===== src/rtl/clk_div_ctrl.sv =====
// ---------------------------------------------------------------------------
// clk_div_ctrl
// Runtime-programmable controller for a counter-based clock divider. It holds
// the active divide ratio and high-phase length and accepts new settings over
// a valid/ready handshake. While running, a new setting is staged and only
// applied when the period wraps, so clk_out never glitches.
//
// Ports:
//   clk        in   system clock
//   rst_n      in   asynchronous active-low reset
//   en         in   run request (level); a period in progress always completes
//   cfg_valid  in   configuration offered
//   cfg_ready  out  configuration can be accepted (no staged setting waiting)
//   cfg_div    in   requested period in clk cycles (>= 2)
//   cfg_high   in   requested high-phase cycles (1 .. cfg_div-1)
//   clk_out    out  divided clock, registered
//   tick       out  one-cycle pulse on the last cycle of each period
//   busy       out  a staged configuration is waiting for a period boundary
//   cfg_err    out  one-cycle pulse after an offered configuration is rejected
// ---------------------------------------------------------------------------
module clk_div_ctrl #(
    parameter int unsigned CNT_W    = 13,
    parameter int unsigned DEF_DIV  = 5000,
    parameter int unsigned DEF_HIGH = 2500
) (
    input  logic             clk,
    input  logic             rst_n,
    input  logic             en,
    input  logic             cfg_valid,
    output logic             cfg_ready,
    input  logic [CNT_W-1:0] cfg_div,
    input  logic [CNT_W-1:0] cfg_high,
    output logic             clk_out,
    output logic             tick,
    output logic             busy,
    output logic             cfg_err
);

    typedef enum logic {
        IDLE = 1'b0,
        RUN  = 1'b1
    } state_t;

    // One divider setting: period length and high-phase length.
    typedef struct packed {
        logic [CNT_W-1:0] div;
        logic [CNT_W-1:0] high;
    } cfg_t;

    localparam logic [CNT_W-1:0] ONE     = CNT_W'(1);
    localparam logic [CNT_W-1:0] TWO     = CNT_W'(2);
    localparam cfg_t             DEF_CFG = '{div: CNT_W'(DEF_DIV), high: CNT_W'(DEF_HIGH)};

    // Registered state
    state_t           r_state;
    logic [CNT_W-1:0] r_count;
    cfg_t             r_act;
    cfg_t             r_pend_cfg;
    logic             r_pend;
    logic             r_clk_out;
    logic             r_tick;
    logic             r_busy;
    logic             r_cfg_ready;
    logic             r_cfg_err;

    // Next-state and decode
    state_t           w_state_n;
    logic [CNT_W-1:0] w_count_n;
    cfg_t             w_act_n;
    cfg_t             w_pend_cfg_n;
    logic             w_pend_n;
    logic             w_clk_out_n;
    logic             w_tick_n;
    logic             w_cfg_err_n;
    cfg_t             w_offer;
    logic             w_accept;
    logic             w_cfg_ok;
    logic             w_wrap;

    assign w_offer  = '{div: cfg_div, high: cfg_high};
    assign w_accept = cfg_valid && !r_pend;
    // Unsigned check: div >= 2 and 1 <= high <= div-1.
    assign w_cfg_ok = (cfg_div >= TWO) && (cfg_high != '0) && (cfg_high < cfg_div);
    assign w_wrap   = (r_count == (r_act.div - ONE));

    // State register
    always_ff @(posedge clk or negedge rst_n) begin
        if (!rst_n) begin
            r_state <= IDLE;
        end else begin
            r_state <= w_state_n;
        end
    end

    // Next-state / datapath: settings only change in IDLE or at a period wrap.
    always_comb begin
        w_state_n    = r_state;
        w_count_n    = r_count;
        w_act_n      = r_act;
        w_pend_cfg_n = r_pend_cfg;
        w_pend_n     = r_pend;
        case (r_state)
            IDLE: begin
                w_count_n = '0;
                if (w_accept && w_cfg_ok) begin
                    w_act_n = w_offer;
                end
                if (en) begin
                    w_state_n = RUN;
                end
            end
            RUN: begin
                if (w_wrap) begin
                    w_count_n = '0;
                    // A setting offered on the wrap cycle wins over nothing staged;
                    // the two cannot coexist because cfg_ready is low while staged.
                    if (w_accept && w_cfg_ok) begin
                        w_act_n = w_offer;
                    end else if (r_pend) begin
                        w_act_n  = r_pend_cfg;
                        w_pend_n = 1'b0;
                    end
                    if (!en) begin
                        w_state_n = IDLE;
                    end
                end else begin
                    w_count_n = r_count + ONE;
                    if (w_accept && w_cfg_ok) begin
                        w_pend_cfg_n = w_offer;
                        w_pend_n     = 1'b1;
                    end
                end
            end
        endcase
    end

    // Output decode from next-state values so the registered outputs line up with count.
    always_comb begin
        w_clk_out_n = 1'b0;
        w_tick_n    = 1'b0;
        w_cfg_err_n = w_accept && !w_cfg_ok;
        if (w_state_n == RUN) begin
            w_clk_out_n = (w_count_n < w_act_n.high);
            w_tick_n    = (w_count_n == (w_act_n.div - ONE));
        end
    end

    // Datapath and output registers
    always_ff @(posedge clk or negedge rst_n) begin
        if (!rst_n) begin
            r_count     <= '0;
            r_act       <= DEF_CFG;
            r_pend_cfg  <= DEF_CFG;
            r_pend      <= 1'b0;
            r_clk_out   <= 1'b0;
            r_tick      <= 1'b0;
            r_busy      <= 1'b0;
            r_cfg_ready <= 1'b1;
            r_cfg_err   <= 1'b0;
        end else begin
            r_count     <= w_count_n;
            r_act       <= w_act_n;
            r_pend_cfg  <= w_pend_cfg_n;
            r_pend      <= w_pend_n;
            r_clk_out   <= w_clk_out_n;
            r_tick      <= w_tick_n;
            r_busy      <= w_pend_n;
            r_cfg_ready <= !w_pend_n;
            r_cfg_err   <= w_cfg_err_n;
        end
    end

    assign clk_out   = r_clk_out;
    assign tick      = r_tick;
    assign busy      = r_busy;
    assign cfg_ready = r_cfg_ready;
    assign cfg_err   = r_cfg_err;

endmodule


===== config.mk =====
export PLATFORM = sky130hd
export DESIGN_NAME = clk_div_ctrl
export DESIGN_NICKNAME = d
export VERILOG_FILES = /design/src/rtl/clk_div_ctrl.sv
export SDC_FILE = /design/constraint.sdc
export NUM_CORES = 1
export LEC_CHECK = 0
export CAP_MARGIN = 20
export CORE_UTILIZATION = 60
export CTS_CLUSTER_DIAMETER = 80
export CTS_CLUSTER_SIZE = 25
export DETAILED_ROUTE_END_ITERATION = 10
export PLACE_DENSITY = 0.91
export SETUP_SLACK_MARGIN = 0.1
export SYNTH_ARGS = -nofsm -noshare
export SYNTH_HDL_FRONTEND = slang
export SYNTH_SLANG_ARGS = --single-unit

===== constraint.sdc =====
create_clock -name clk -period 5.4 [get_ports clk]
set_input_delay 1.35 -clock clk [delete_from_list [all_inputs] [get_ports clk]]
set_output_delay 1.35 -clock clk [all_outputs]
set_load 0.01 [all_outputs]

==> summary.md <==
| Metric | Value |
|---|---|
| Ports | `35` |
| Avg Inst Size Synth | `between 8 and 9 um^2` |
| CP Data Required Time | `5.70 ns` |
| Synthesized instance count | `approximately 580` |
| Die X | `approximately 95 um` |
| Largest net degree at the start of global routing | `58` |
| Die H | `94.8 um` |
| CTS root buf | `clkbuf_8` |
| Routed len/inst | `22.1 um` |
| Synth Flop Type | `dfrtp_1` |
| Sequential cell area | `0.00180 mm^2` |
| # DRC | `0` |
| Max Clock Skew | `0.0156 ns` |
| Sequential share of the synthesized area | `34.9%` |
| Vias per cell | `6.79` |
| Number of global-route vias before repair | `4924` |
| Async SR Flop Fraction | `100%` |
| First-pass iteration count of the detailed router | `6` |
| CTS tree | `done` |
| Sink Count | `around 70` |
| Status | `finished clean` |
| Routed WL | `about 17000 um` |
| Crit end category | `flip-flop` |
| Placer congestion estimate | `0.940` |
| Die area | `approximately 0.009 mm^2` |
| Synthesis Warnings | `0` |
| Clock buffer count from CTS | `9` |
| Filler instances | `573` |
| Worst VDD drop | `289 uV` |
| Diodes inserted | `0` |
| Crit path DAT | `around 5.5 ns` |
| Fmax | `193 MHz` |
| Power Density | `about 510 mW/mm^2` |
| Worst skew pair latency | `0.37 ns` |
| Via count | `5160` |
| Mapped Area | `0.00516 mm^2` |
| Critical path fanouts, max | `9` |
| Total chip power | `3.19 mW` |
| Row count | `33` |
| H-tree levels | `3` |
| Final Max Slew Viols | `0` |
| Cell variety after synth | `75` |
| Dpl hpwl | `12100 um` |
| RSZ-0062 raised after global routing | `no` |
| Slew headroom | `43.6%` |
| FF+latch count, synth | `between 70 and 80` |
| Fin Hold WS | `about 0.49 ns` |
| Final setup viols | `0` |
| Bufs on Longest Clock Path | `2` |
| Max Cap Viol | `0` |
| Area delta synth->final | `20.7%` |
| Share of cells above drive strength 1 | `21.4%` |
| Core footprint | `0.00826 mm^2` |
| Reg2Reg Setup Slack | `0.27 ns` |
| Multi-input gate area | `approximately 0.0031 mm^2` |
| First-pass GRT wire length | `25300 um` |
| Net count, final | `707` |
| Hold/Removal Path Class | `reg -> reg` |
| Post-route minimum period | `5.17 ns` |
| Pleak | `~2.8 nW` |
| Initial DRC Count | `492` |
| Clock transition at path regs | `0.08 ns` |
| Initial antenna violation count | `0` |
| Initial Util | `62.5%` |
| Synth Net Count | `639` |
| Setup Crit Path Kind | `in -> reg` |
| GRT Util Overall | `38.2%` |
| Grt total ovfl | `0` |
| Port Buffer Count | `34` |
| Least-Margin Pin Slew | `0.845 ns` |
| Tcrit/Tclk final | `95.8%` |
| Post-route ant nets | `0` |
| EDFF count, synth | `0` |
| CP Launch Type | `primary input` |
| Fin. Hold Viols | `0` |
-- Yosys cell counts (3+ instances only) --
cell / n / area share, %
a221oi_1: 4 / 0.68
clkbuf_1: 26 / 1.9
a2111oi_0: 3 / 0.51
dfstp_2: 21 / 11
nand2_1: 74 / 5.4
nand2b_1: 7 / 0.85
inv_1: 40 / 2.9
and2_1: 4 / 0.48
o22ai_1: 29 / 3.5
xnor2_1: 21 / 3.6
and3_1: 5 / 0.61
dfrtp_1: 50 / 24
a211oi_1: 10 / 1.5
a21oi_1: 18 / 1.7
nor3b_1: 4 / 0.58
a221o_1: 3 / 0.58
a21o_1: 17 / 2.5
mux2i_1: 7 / 1.4
nor4_1: 8 / 0.97
o21a_1: 3 / 0.44
nand3_1: 14 / 1.4
a211o_1: 4 / 0.68
ha_1: 27 / 6.5
and4_1: 5 / 0.85
nand4_1: 10 / 1.2
nor3_1: 12 / 1.2
o21ai_0: 29 / 2.8
or3_1: 3 / 0.36
xor2_1: 17 / 2.9
mux2_2: 19 / 4.1
nor2_1: 32 / 2.3
o211ai_1: 3 / 0.44
-- sequential cells by signal (all words and copies together), names as in the netlist --
register    flops
r_count        13
busy            1
r_act          26
tick            1
cfg_ready       1
r_state         1
r_pend_cfg     26
clk_out         1
cfg_err         1
-- cell usage in the layout, fill, tap and decap left out, drive strengths merged, types with 3 or more instances in the layout --
cell and n:
a2111oi 7, a211o 4, a211oi 11, a21o 17, a21oi 19, a221o 3, a221oi 4, and2 4
and3 5, and4 5, buf 55, clkbuf 9, clkdlybuf4s50 33, clkinv 4, dfrtp 50, dfstp 21
ha 27, inv 41, mux2 19, mux2i 8, nand2 74, nand2b 7, nand3 14, nand4 10
nor2 33, nor3 13, nor3b 5, nor4 8, o211ai 4, o21a 3, o21ai 31, o22ai 29
or3 4, xnor2 21, xor2 17
-- area by class of cell --
cell class | count | share of cell area (%)
inverter | 41 | 2.47
clock inverter | 7 | 1.52
sequential | 71 | 28.9
timing repair buffer | 88 | 12.8
tap | 105 | 2.11
clock buffer | 9 | 1.99
multi-input combinational | 439 | 50.2
-- worst paths after layout --
kind,to,from,depth (start not counted)
min in group asynchronous,r_count[5]$_DFF_PN0_,rst_n,1
worst min register to register,r_pend_cfg[18]$_DFFE_PN0P_,r_pend_cfg[18]$_DFFE_PN0P_,2
worst max register to register,clk_out$_DFF_PN0_,r_act[13]$_DFF_PN0_,21
worst max-delay path,clk_out$_DFF_PN0_,cfg_div[8],24
worst min-delay path,r_pend_cfg[18]$_DFFE_PN0P_,r_pend_cfg[18]$_DFFE_PN0P_,2
max in group asynchronous,r_act[9]$_DFF_PN0_,rst_n,2
-- stage by stage --
step	TNS, ns	util [%]	cell area, um^2	std cells	setup slack [ns]
3_5_place_dp	-0.319	71.6	5910	740	-0.204
4_1_cts	0	74.2	6130	756	0.156
5_1_grt	0	75.5	6240	760	0.0718
2_1_floorplan	0	-	5170	582	0.172
6_report	0	75.5	6240	760	0.226
3_3_place_gp	-0.0179	71.6	5910	740	-0.0179
-- cell families after synthesis --
kind of cell	synth area share, %
buf+inv	5.62
xor+xnor	6.44
fa+ha+maj	6.54
mux	5.94
simple gates	18.9
flops	34.9
compound gates	21.7
-- layer usage --
metal / global-route usage (%) / wire length (um) / up-vias
met5: 0 / 0 / -
met4: 17.9 / 687 / 0
met3: 8.53 / 1550 / 77
met2: 63.5 / 8050 / 357
met1: 47.0 / 6490 / 2466
li1: - / - / 2260
-- power by group --
| group | switching, mW | internal, mW |
|---|---|---|
| combinational | 0.911 | 0.738 |
| clock | 0.224 | 0.261 |
| sequential | 0.254 | 0.800 |
-- timing repair --
item / in CTS / in global routing
hold endpoints to repair: 0 / 0
setup endpoints to repair: 0 / 2
hold buffers: 0 / 0
gates resized for setup: 0 / 18
buffers inserted: 0 / 4
-- worst max-delay path, cell delays in order --
cell             delay, ns
clkdlybuf4s50_1       0.49
inv_1                 0.08
ha_1                  0.31
and3_1                0.20
a221o_1               0.35
buf_4                 0.15
a211o_1               0.29
nor2_2                0.16
buf_6                 0.15
buf_6                 0.14
nand2_1               0.06
nand2_1               0.07
o22ai_1               0.08
a21oi_1               0.24
inv_1                 0.12
ha_1                  0.31
o21ai_1               0.09
nand2b_1              0.08
a21oi_2               0.12
nor2b_1               0.06
o21ai_1               0.16
nand2b_1              0.11
a21oi_2               0.14
o311a_1               0.16
Note: power is estimated with default switching activity, not from simulation.
